==> config.mk <==
export PLATFORM = sky130hd
export DESIGN_NAME = mips_fetch_unit_flat
export DESIGN_NICKNAME = d
export VERILOG_FILES = /design/src/rtl/mips_fetch_unit_pkg.sv /design/src/rtl/mips_fetch_unit_if.sv /design/src/rtl/mips_fetch_unit_next_pc.sv /design/src/rtl/mips_fetch_unit.sv /design/src/flat_wrapper.sv
export SDC_FILE = /design/constraint.sdc
export NUM_CORES = 1
export LEC_CHECK = 0
export CORE_MARGIN = 2
export CORE_UTILIZATION = 39
export CTS_CLUSTER_DIAMETER = 80
export DETAILED_ROUTE_END_ITERATION = 6
export MAX_ROUTING_LAYER = met4
export PLACE_DENSITY = 0.71
export SLEW_MARGIN = 5
export SYNTH_ARGS = -nofsm -noshare
export SYNTH_HDL_FRONTEND = slang
export SYNTH_SLANG_ARGS = --single-unit
==> constraint.sdc <==
create_clock -name clock -period 4.2 [get_ports clock]
set_clock_uncertainty 0.05 [all_clocks]
set_input_delay 0.84 -clock clock [delete_from_list [all_inputs] [get_ports clock]]
set_output_delay 0.84 -clock clock [all_outputs]
set_load 0.03 [all_outputs]
==> src/rtl/mips_fetch_unit_pkg.sv <==
// Shared encodings and constants for the MIPS fetch unit and its next-PC helper.
package mips_fetch_unit_pkg;

    typedef enum logic [1:0] {
        CT_SEQ    = 2'b00,
        CT_BRANCH = 2'b01,
        CT_JUMP   = 2'b10,
        CT_JR     = 2'b11
    } ctrl_t;

    typedef enum logic [1:0] {
        HC_NONE     = 2'b00,
        HC_EXCEPT   = 2'b01,
        HC_MISALIGN = 2'b10,
        HC_TIMEOUT  = 2'b11
    } halt_cause_t;

    typedef enum logic [1:0] {
        ST_FETCH = 2'b00,
        ST_READY = 2'b01,
        ST_HALT  = 2'b10
    } state_t;

    localparam logic [31:0] RESET_PC   = 32'h0040_0000;
    localparam logic [3:0]  WAIT_LIMIT = 4'd15;

endpackage

==> src/rtl/mips_fetch_unit_if.sv <==
// Instruction-memory request/ack bus between the fetch unit and memory.
interface mips_fetch_unit_if;
    logic        imem_req;
    logic [31:0] imem_addr;
    logic        imem_ack;
    logic [31:0] imem_rdata;

    modport master (output imem_req, imem_addr, input imem_ack, imem_rdata);
    modport slave  (input imem_req, imem_addr, output imem_ack, imem_rdata);
endinterface

==> src/rtl/mips_fetch_unit_next_pc.sv <==
// Combinational next-PC select: fallthrough, PC-relative branch, region jump, or register jump.
module mips_next_pc
    import mips_fetch_unit_pkg::*;
(
    input  logic [31:0] pc,
    input  logic [1:0]  control_type,
    input  logic [15:0] branch_offset,
    input  logic [25:0] jump_index,
    input  logic [31:0] jr_target,
    output logic [31:0] next_pc
);
    logic [31:0] pc_plus4;
    logic [31:0] branch_disp;

    assign pc_plus4    = pc + 32'd4;
    assign branch_disp = {{14{branch_offset[15]}}, branch_offset, 2'b00};

    always_comb begin
        next_pc = pc_plus4;
        case (ctrl_t'(control_type))
            CT_SEQ:    next_pc = pc_plus4;
            CT_BRANCH: next_pc = pc_plus4 + branch_disp;
            CT_JUMP:   next_pc = {pc_plus4[31:28], jump_index, 2'b00};
            CT_JR:     next_pc = jr_target;
            default:   next_pc = pc_plus4;
        endcase
    end
endmodule

==> src/rtl/mips_fetch_unit.sv <==
// Fetch unit: requests the word at pc, holds it for decode, then steps pc by the
// decoder's control selection. Halts terminally on exceptions, misaligned jr or memory timeout.
module mips_fetch_unit
    import mips_fetch_unit_pkg::*;
(
    input  logic               clock,
    input  logic               reset,
    input  logic [1:0]         control_type,
    input  logic               except,
    input  logic [15:0]        branch_offset,
    input  logic [25:0]        jump_index,
    input  logic [31:0]        jr_target,
    input  logic               advance,
    mips_fetch_unit_if.master  imem,
    output logic [31:0]        pc,
    output logic [31:0]        inst,
    output logic               inst_valid,
    output logic               halted,
    output logic [1:0]         halt_cause
);
    state_t      state;
    logic [3:0]  wait_cnt;
    logic        req_q;
    logic [31:0] next_pc;
    logic        jr_misaligned;

    mips_next_pc u_next_pc (
        .pc            (pc),
        .control_type  (control_type),
        .branch_offset (branch_offset),
        .jump_index    (jump_index),
        .jr_target     (jr_target),
        .next_pc       (next_pc)
    );

    assign imem.imem_req  = req_q;
    assign imem.imem_addr = pc;
    assign jr_misaligned  = (ctrl_t'(control_type) == CT_JR) && (jr_target[1:0] != 2'b00);

    always_ff @(posedge clock) begin
        if (reset) begin
            state      <= ST_FETCH;
            pc         <= RESET_PC;
            inst       <= '0;
            wait_cnt   <= '0;
            halt_cause <= HC_NONE;
            req_q      <= 1'b0;
            inst_valid <= 1'b0;
            halted     <= 1'b0;
        end else begin
            case (state)
                ST_FETCH: begin
                    // Only the first cycle out of reset has req low here; raise it, ignore ack.
                    if (!req_q) begin
                        req_q <= 1'b1;
                    end else if (imem.imem_ack) begin
                        inst       <= imem.imem_rdata;
                        wait_cnt   <= '0;
                        req_q      <= 1'b0;
                        inst_valid <= 1'b1;
                        state      <= ST_READY;
                    end else if (wait_cnt == WAIT_LIMIT - 4'd1) begin
                        wait_cnt   <= WAIT_LIMIT;
                        req_q      <= 1'b0;
                        halted     <= 1'b1;
                        halt_cause <= HC_TIMEOUT;
                        state      <= ST_HALT;
                    end else begin
                        wait_cnt <= wait_cnt + 4'd1;
                    end
                end
                ST_READY: begin
                    if (advance) begin
                        inst_valid <= 1'b0;
                        if (except) begin
                            halted     <= 1'b1;
                            halt_cause <= HC_EXCEPT;
                            state      <= ST_HALT;
                        end else if (jr_misaligned) begin
                            halted     <= 1'b1;
                            halt_cause <= HC_MISALIGN;
                            state      <= ST_HALT;
                        end else begin
                            pc    <= next_pc;
                            req_q <= 1'b1;
                            state <= ST_FETCH;
                        end
                    end
                end
                ST_HALT: begin
                    req_q      <= 1'b0;
                    inst_valid <= 1'b0;
                    halted     <= 1'b1;
                end
                default: begin
                    req_q      <= 1'b0;
                    inst_valid <= 1'b0;
                    halted     <= 1'b1;
                    state      <= ST_HALT;
                end
            endcase
        end
    end
endmodule
==> src/flat_wrapper.sv <==
// flat-port wrapper written by rule: the top's interface ports become plain ports
module mips_fetch_unit_flat import mips_fetch_unit_pkg::*;
  (clock, reset, control_type, except, branch_offset, jump_index, jr_target, advance, pc, inst, inst_valid, halted, halt_cause, imem_imem_req, imem_imem_addr, imem_imem_ack, imem_imem_rdata);
  mips_fetch_unit_if imem_i ();
  input  logic clock;
  input  logic reset;
  input  logic [1:0] control_type;
  input  logic except;
  input  logic [15:0] branch_offset;
  input  logic [25:0] jump_index;
  input  logic [31:0] jr_target;
  input  logic advance;
  output logic [31:0] pc;
  output logic [31:0] inst;
  output logic inst_valid;
  output logic halted;
  output logic [1:0] halt_cause;
  output wire logic [$bits(imem_i.imem_req)-1:0] imem_imem_req;
  output wire logic [$bits(imem_i.imem_addr)-1:0] imem_imem_addr;
  input wire logic [$bits(imem_i.imem_ack)-1:0] imem_imem_ack;
  input wire logic [$bits(imem_i.imem_rdata)-1:0] imem_imem_rdata;
  assign imem_imem_req = imem_i.imem_req;
  assign imem_imem_addr = imem_i.imem_addr;
  assign imem_i.imem_ack = imem_imem_ack;
  assign imem_i.imem_rdata = imem_imem_rdata;
  mips_fetch_unit u_core (.clock(clock), .reset(reset), .control_type(control_type), .except(except), .branch_offset(branch_offset), .jump_index(jump_index), .jr_target(jr_target), .advance(advance), .imem(imem_i), .pc(pc), .inst(inst), .inst_valid(inst_valid), .halted(halted), .halt_cause(halt_cause));
endmodule
==> results of run 1 <==
==> what timing repair did <==
| item | 4_1_cts | 5_1_grt |
|---|---|---|
| resized for setup | 0 | 5 |
| endpoints found under the setup margin | 0 | 5 |
| endpoints found under the hold margin | 0 | 0 |
==> routing by layer <==
metal / vias to the layer above / GRT usage, % / routed length [um]
met3: 28 / 3.42 / 1150
met5: - / - / 0
li1: 3107 / - / -
met1: 2949 / 31.7 / 9010
met2: 231 / 39.4 / 9580
met4: 0 / 6.59 / 370
==> Yosys cell counts (4+ instances only) <==
master / number / area [sq um]
nand2b_1: 5 / 31.3
a211oi_1: 6 / 45.0
nor3_1: 13 / 65.1
a31oi_1: 4 / 25.0
and2_1: 12 / 75.1
and3_1: 12 / 75.1
dfxtp_1: 75 / 1500
mux4_2: 16 / 360
mux2i_1: 14 / 140
o21a_1: 6 / 45.0
xor2_1: 13 / 114
o21ai_0: 31 / 155
a21oi_1: 96 / 480
a22o_1: 8 / 70.1
nand2_1: 125 / 469
ha_1: 37 / 463
nor2_1: 45 / 169
o211ai_1: 4 / 30.0
nand3_1: 19 / 95.1
clkbuf_1: 25 / 93.8
or3_1: 5 / 31.3
xnor2_1: 34 / 298
and4_1: 4 / 35.0
nand4_1: 11 / 68.8
inv_1: 21 / 78.8
buf_4: 32 / 240
a21o_1: 8 / 60.1
==> logic make-up after synthesis <==
family,synth area share [%]
compound gates,21.5
fa+ha+maj,8.04
mux,8.52
xor+xnor,6.85
flops,25.0
buf+inv,7.42
simple gates,22.7
==> tightest hold or removal path: stages, from the launching register on <==
cell and delay (ps):
dfxtp_1 310, nand2_1 50, a21oi_1 50
==> through the flow <==
step | cells | util, % | setup WS [ps] | total power [W]
finish | 1144 | 56.7 | 250 | 0.00207
global route | 1144 | 56.7 | 6.25 | 0.00216
CTS | 1144 | 56.6 | 110 | 0.00209
detailed placement | 1128 | 54.5 | 137 | 0.00127
global placement | 1128 | 54.5 | 183 | 0.00126
floorplan | 756 | - | 376 | 0.00104
==> power by group through the flow <==
| stage | combinational, W | clock [W] | sequential (W) |
|---|---|---|---|
| global route | 0.000537 | 0.000860 | 0.000759 |
| global placement | 0.000494 | 0 | 0.000770 |
| CTS | 0.000500 | 0.000834 | 0.000756 |
| detailed placement | 0.000497 | 0 | 0.000772 |
| floorplan | 0.000227 | 0 | 0.000816 |
| finish | 0.000500 | 0.000818 | 0.000756 |
==> worst paths after layout <==
kind                                          from                                      to  slack (ps)  cells after the start
min reg2reg           u_core.inst[30]$_SDFFE_PP0P_            u_core.inst[30]$_SDFFE_PP0P_         400                      2
max reg2reg  u_core.imem.imem_addr[7]$_SDFFE_PP0P_  u_core.imem.imem_addr[23]$_SDFFE_PP0P_         250                     14
max          u_core.imem.imem_addr[7]$_SDFFE_PP0P_  u_core.imem.imem_addr[23]$_SDFFE_PP0P_         250                     14
min                   u_core.inst[30]$_SDFFE_PP0P_            u_core.inst[30]$_SDFFE_PP0P_         400                      2
==> layout make-up <==
cell class | count | area, sq um | area share (%)
clock buffers | 10 | 239 | 2.78
inverters | 21 | 78.8 | 0.918
clock inverters | 6 | 71.3 | 0.831
multi-input cells | 598 | 4090 | 47.6
flip-flops and latches | 75 | 1500 | 17.5
repair buffers | 246 | 2370 | 27.6
well taps | 188 | 235 | 2.74
==> flip-flops by register name, indices dropped and copies added, names as in the netlist <==
signal	flops
u_core.inst	32
u_core.wait_cnt	4
u_core.imem.imem_req	1
u_core.state	2
u_core.halted	1
u_core.inst_valid	1
u_core.imem.imem_addr	32
u_core.halt_cause	2
==> summary.txt, run 1 <==
Timing
  – Slew margin rel.: 22.1%
  – Setup TNS: 0 ps
  – Maximum clock rate: 253 MHz
  – Hold_ws: 403 ps
  – Fin crit period: 3950 ps
  – Setup Viol. Count Final: 0
  – Tcrit/Tclk final: 94.1%
  – Worst Tran Pin Value: 1170 ps
  – Max-slew violation count: 0
  – Final hold viol count: 0
  – RSZ-0062 raised after global routing: no

Power and ir drop
  – PwrDens: 241 nW/um^2
  – Max VDD drop: 0.187 mV
  – Net Sw Frac: 29.2%
  – Cell leakage power: 3.28 nW
  – Comb pwr share: 24.1%
  – Clock power frac: 39.4%
  – Int Power: 0.00147 W
  – Net Switching: 0.000606 W
  – Flop pwr share: 36.5%

Route
  – Remaining DRCs: 0
  – DR iter-0 viols: 443
  – Vias per inst: 5.52
  – Via Count: 6,315
  – Antenna-violating nets left: 0
  – Avg WL per Cell: 17.6 um
  – Drt total wl: 20.1 mm
  – Pre-antenna DRT Iters: 5

Logic synthesis
  – Warnings, synthesis: 0
  – Syn Inst Count: 756
  – Syn avg cell area: 7.94 sq um
  – Post-synthesis register bit count: 75
  – Post-synthesis sequential area ratio: 25.0%
  – Ys async rst share: 0%
  – Synth Cell Area: 6010 sq um
  – Syn nets: 907
  – Number of synthesized flops with an enable pin: 0
  – Cell variety after synth: 76
  – Primary FF master, synth: dfxtp_1

Setup path
  – CP Class: reg -> reg
  – Worst path max stage delay: 450 ps
  – Critical path peak fanout: 6
  – Buf/Inv on CP: 1
  – Crit-path leading delay family: simple AND/OR/NAND/NOR gates
  – Crit path cell chain: and4_1, and3_1, nand2_1, xnor2_1, ha_1, and3_1, nand2_1, a2111oi_2, buf_4, o2111ai_1, and2_4, xnor2_1, mux4_2, a22o_1
  – CP max-delay cell: dfxtp_1
  – Crit. End Element: flop
  – Data arrival, critical path: 4140 ps
  – Setup crit start kind: flop
  – Critical path required time: 4390 ps

Job
  – Max-cap check violation count: 0

Placed design
  – IO Port Bufs: 213
  – Detailed placer's ending HPWL: 15.4 mm
  – Post-place instance area: 8260 sq um
  – GPL Wtd Cong: 0.982

Finish
  – Synth-to-layout area growth: 43.0%
  – Most frequent cells in the layout: clkdlybuf4s50_1, nand2_1, a21oi_1
  – Post-route cell area: 8590 sq um
  – FILL cells: 1,445
  – Layout cell share with drive strength beyond 1: 9.62%
  – Antenna Cells: 0
  – Most common cell after layout, fill and taps aside: clkdlybuf4s50_1
  – Final nets: 1,102

Global route
  – Initial antenna violation count: 0
  – Total global-route track usage: 24.2%
  – Largest net degree at the start of global routing: 60
  – First-pass GRT wire length: 30.7 mm
  – Total grt overflow: 0
  – Vias in the first global route: 5,900

Clock tree
  – TritonCTS clock tree: built
  – Sinks on Clock Net: 75
  – CTS root buffer: clkbuf_16
  – Clock Tree Buf Depth: 2
  – Total CTS buffers: 9
  – Max H-tree Level: 3
  – Setup Buffers After CTS: 0
  – # hold bufs at CTS: 0
  – Worst-path clk slew: 70 ps
  – Clock latency on the worst-skew pair: 340 ps

Floorplanning
  – Cell Rows: 45
  – # IOs: 214
  – Die H: 128 um
  – Chip width: 128 um
  – Initial Utilization: 39.7%
  – Die area: 16,400 sq um
  – Core Area: 15,100 sq um

Worst hold path
  – Worst min path class: reg -> reg

Status
  – Status: finished, final reports clean
(Power assumes the default switching activity.)
==> run 2, diff against run 1 <==
--- a/config.mk
+++ b/config.mk
@@ -11,2 +11,3 @@
 export DETAILED_ROUTE_END_ITERATION = 6
+export GPL_ROUTABILITY_DRIVEN = 0
 export MAX_ROUTING_LAYER = met4
--- a/constraint.sdc
+++ b/constraint.sdc
@@ -4,2 +4,2 @@
 set_output_delay 0.84 -clock clock [all_outputs]
-set_load 0.03 [all_outputs]
+set_load 0.01 [all_outputs]
==> run 2 against run 1 <==
Clock-buffer cell count shrank 1. Critical path depth grew 1. Cell count shrank 0.61%. Sequential cell count is the same. Register-to-register slack gained 20 ps. Die area is the same. Cell area shrank 0.42%. Via count grew 0.11%. Critical path type unchanged. Combinational power shrank 9.0%. First-iteration DRC count shrank 19%. Maximum frequency grew 0.48%. Sequential power is essentially flat.
==> summary.txt, run 2 (synthesis results as in run 1) <==
Status
  – Status: finished, final reports clean

Power and ir drop
  – Cell leakage power: 3.26 nW (-0.51%)
  – PwrDens: 240 nW/um^2 (-0.76%)
  – Max VDD drop: 0.252 mV (+35%)

Global route
  – Initial antenna violation count: 0 (unchanged)
  – First-pass GRT wire length: 30.3 mm (-1.3%)
  – Total grt overflow: 0 (unchanged)
  – Largest net degree at the start of global routing: 60 (unchanged)
  – Total global-route track usage: 23.9% (-0.35 points)
  – Vias in the first global route: 5,904 (+0.068%)

Finish
  – Most common cell after layout, fill and taps aside: clkdlybuf4s50_1
  – Final core occ: 56.5% (-0.24 points)
  – Antenna Cells: 0 (unchanged)
  – Post-route cell area: 8550 sq um (-0.42%)
  – Final nets: 1,096 (-0.54%)
  – Most frequent cells in the layout: clkdlybuf4s50_1, nand2_1, a21oi_1
  – Synth-to-layout area growth: 42.4%
  – FILL cells: 1,407 (-2.6%)
  – Layout cell share with drive strength beyond 1: 8.96% (-0.67 points)

Timing
  – Setup Viol. Count Final: 0 (unchanged)
  – Final hold viol count: 0 (unchanged)
  – Max-slew violation count: 0 (unchanged)
  – Slew margin rel.: 23.5% (+1.4 points)
  – Fin crit period: 3930 ps (-18.7 ps)
  – Setup TNS: 0 ps (unchanged)
  – Setup ws final: 268 ps (+18.7 ps)
  – Tcrit/Tclk final: 93.6% (-0.45 points)
  – Maximum clock rate: 254 MHz (+0.48%)
  – Worst Tran Pin Value: 1150 ps (-20.6 ps)

Worst hold path
  – Worst min path class: reg -> reg
  – Hold Startpoint: u_core.inst[19]$_SDFFE_PP0P_

Setup path
  – Data arrival, critical path: 4110 ps (-30 ps)
  – Crit path cell chain: nand3_1, nor2_2, nand3_1, nor3_4, nand4_1, xnor2_1, ha_1, nand2_1, o21ai_0, nor2_1, o22a_1, a211o_1, a211oi_1, mux2i_1, a21oi_1
  – Worst setup path start: u_core.imem.imem_addr[9]$_SDFFE_PP0P_
  – Critical path required time: 4380 ps (about the same)
  – Crit-path leading delay family: simple AND/OR/NAND/NOR gates
  – Crit path top cell by count: nand3_1
  – Critical path peak fanout: 7 (+1)
  – CP max-delay cell: dfxtp_1
  – Setup crit start kind: flop
  – Worst path max stage delay: 450 ps (about the same)
  – FF-to-FF Start: u_core.imem.imem_addr[9]$_SDFFE_PP0P_
  – CP Class: reg -> reg
  – Buf/Inv on CP: 0 (-1)
  – Crit. End Element: flop

Clock tree
  – Total CTS buffers: 9 (unchanged)
  – Max H-tree Level: 3 (unchanged)
  – Worst-path clk slew: 60 ps (about the same)
  – Sinks on Clock Net: 75 (unchanged)
  – Clock Tree Buf Depth: 2 (unchanged)
  – CTS root buffer: clkbuf_16
  – Clock latency on the worst-skew pair: 340 ps (about the same)
  – Setup Buffers After CTS: 0 (unchanged)
  – TritonCTS clock tree: built

Placed design
  – Post-place setup slack: -35.0 ps (-172 ps)
  – Post-place instance area: 8220 sq um (-0.55%)
  – Detailed placer's ending HPWL: 14.7 mm (-4.6%)
  – IO Port Bufs: 213 (unchanged)

Route
  – Avg WL per Cell: 17.1 um (-2.9%)
  – Vias per inst: 5.56 (+0.73%)
  – Remaining DRCs: 0 (unchanged)
  – Via Count: 6,322 (+0.11%)
  – Antenna-violating nets left: 0 (unchanged)
  – Pre-antenna DRT Iters: 5 (unchanged)
  – Drt total wl: 19.4 mm (-3.5%)
  – DR iter-0 viols: 359 (-19%)

Floorplanning
  – Initial Utilization: 39.7% (unchanged)
  – Die H: 128 um (unchanged)
  – Core Area: 15,100 sq um (unchanged)
  – # IOs: 214 (unchanged)
  – Cell Rows: 45 (unchanged)
  – Chip width: 128 um (unchanged)
  – Die area: 16,400 sq um (unchanged)

Job
  – Max-cap check violation count: 0 (unchanged)
[run 2: metrics by stage]
stage          hold slack [ps]  power (W)  std cells
3_5_place_dp               396    0.00122       1122
2_1_floorplan              431    0.00100        756
4_1_cts                    405    0.00206       1137
3_3_place_gp               391    0.00122       1122
6_report                   401    0.00205       1137
5_1_grt                    422    0.00214       1137
[run 2: layout make-up]
class / count / area, sq um / area share, %
sequential: 75 / 1500 / 17.6
multi-input combinational: 598 / 4090 / 47.9
timing repair buffer: 240 / 2320 / 27.2
clock inverter: 6 / 90.1 / 1.05
inverter: 21 / 78.8 / 0.922
tap: 188 / 235 / 2.75
clock buffer: 9 / 225 / 2.63
[run 2: tightest hold or removal path, cell delays in order, from the launching register on]
cell     delay [ps]
dfxtp_1         300
nand2_1          50
a21oi_1          50
[run 2: report_power, final]
group,leakage (nW),internal [W],total (W),switching (W)
Clock,0.152,0.000519,0.000838,0.000319
Sequential,0.609,0.000737,0.000756,0.0000187
Combinational,2.50,0.000246,0.000455,0.000209
[run 2: repair_timing]
action / in CTS / in global routing
pin swaps: 0 / 0
setup endpoints to repair: 1 / 4
hold buffers: 0 / 0
resized for setup: 1 / 4
endpoints found under the hold margin: 0 / 0
[run 2: path summary, 6_finish.rpt]
check,end,slack [ps],cells past startpoint
max,u_core.imem.imem_addr[31]$_SDFFE_PP0P_,270,15
min,u_core.inst[19]$_SDFFE_PP0P_,400,2
max reg2reg,u_core.imem.imem_addr[31]$_SDFFE_PP0P_,270,15
min reg2reg,u_core.inst[19]$_SDFFE_PP0P_,400,2
[run 2: routing by layer]
layer / share of wire, % / track usage (%) / vias to the layer above
met3: 6.6 / 2.96 / 39
met5: 0 / - / -
li1: - / - / 3090
met2: 47 / 38.0 / 274
met4: 2.8 / 9.24 / 0
met1: 44 / 31.1 / 2919
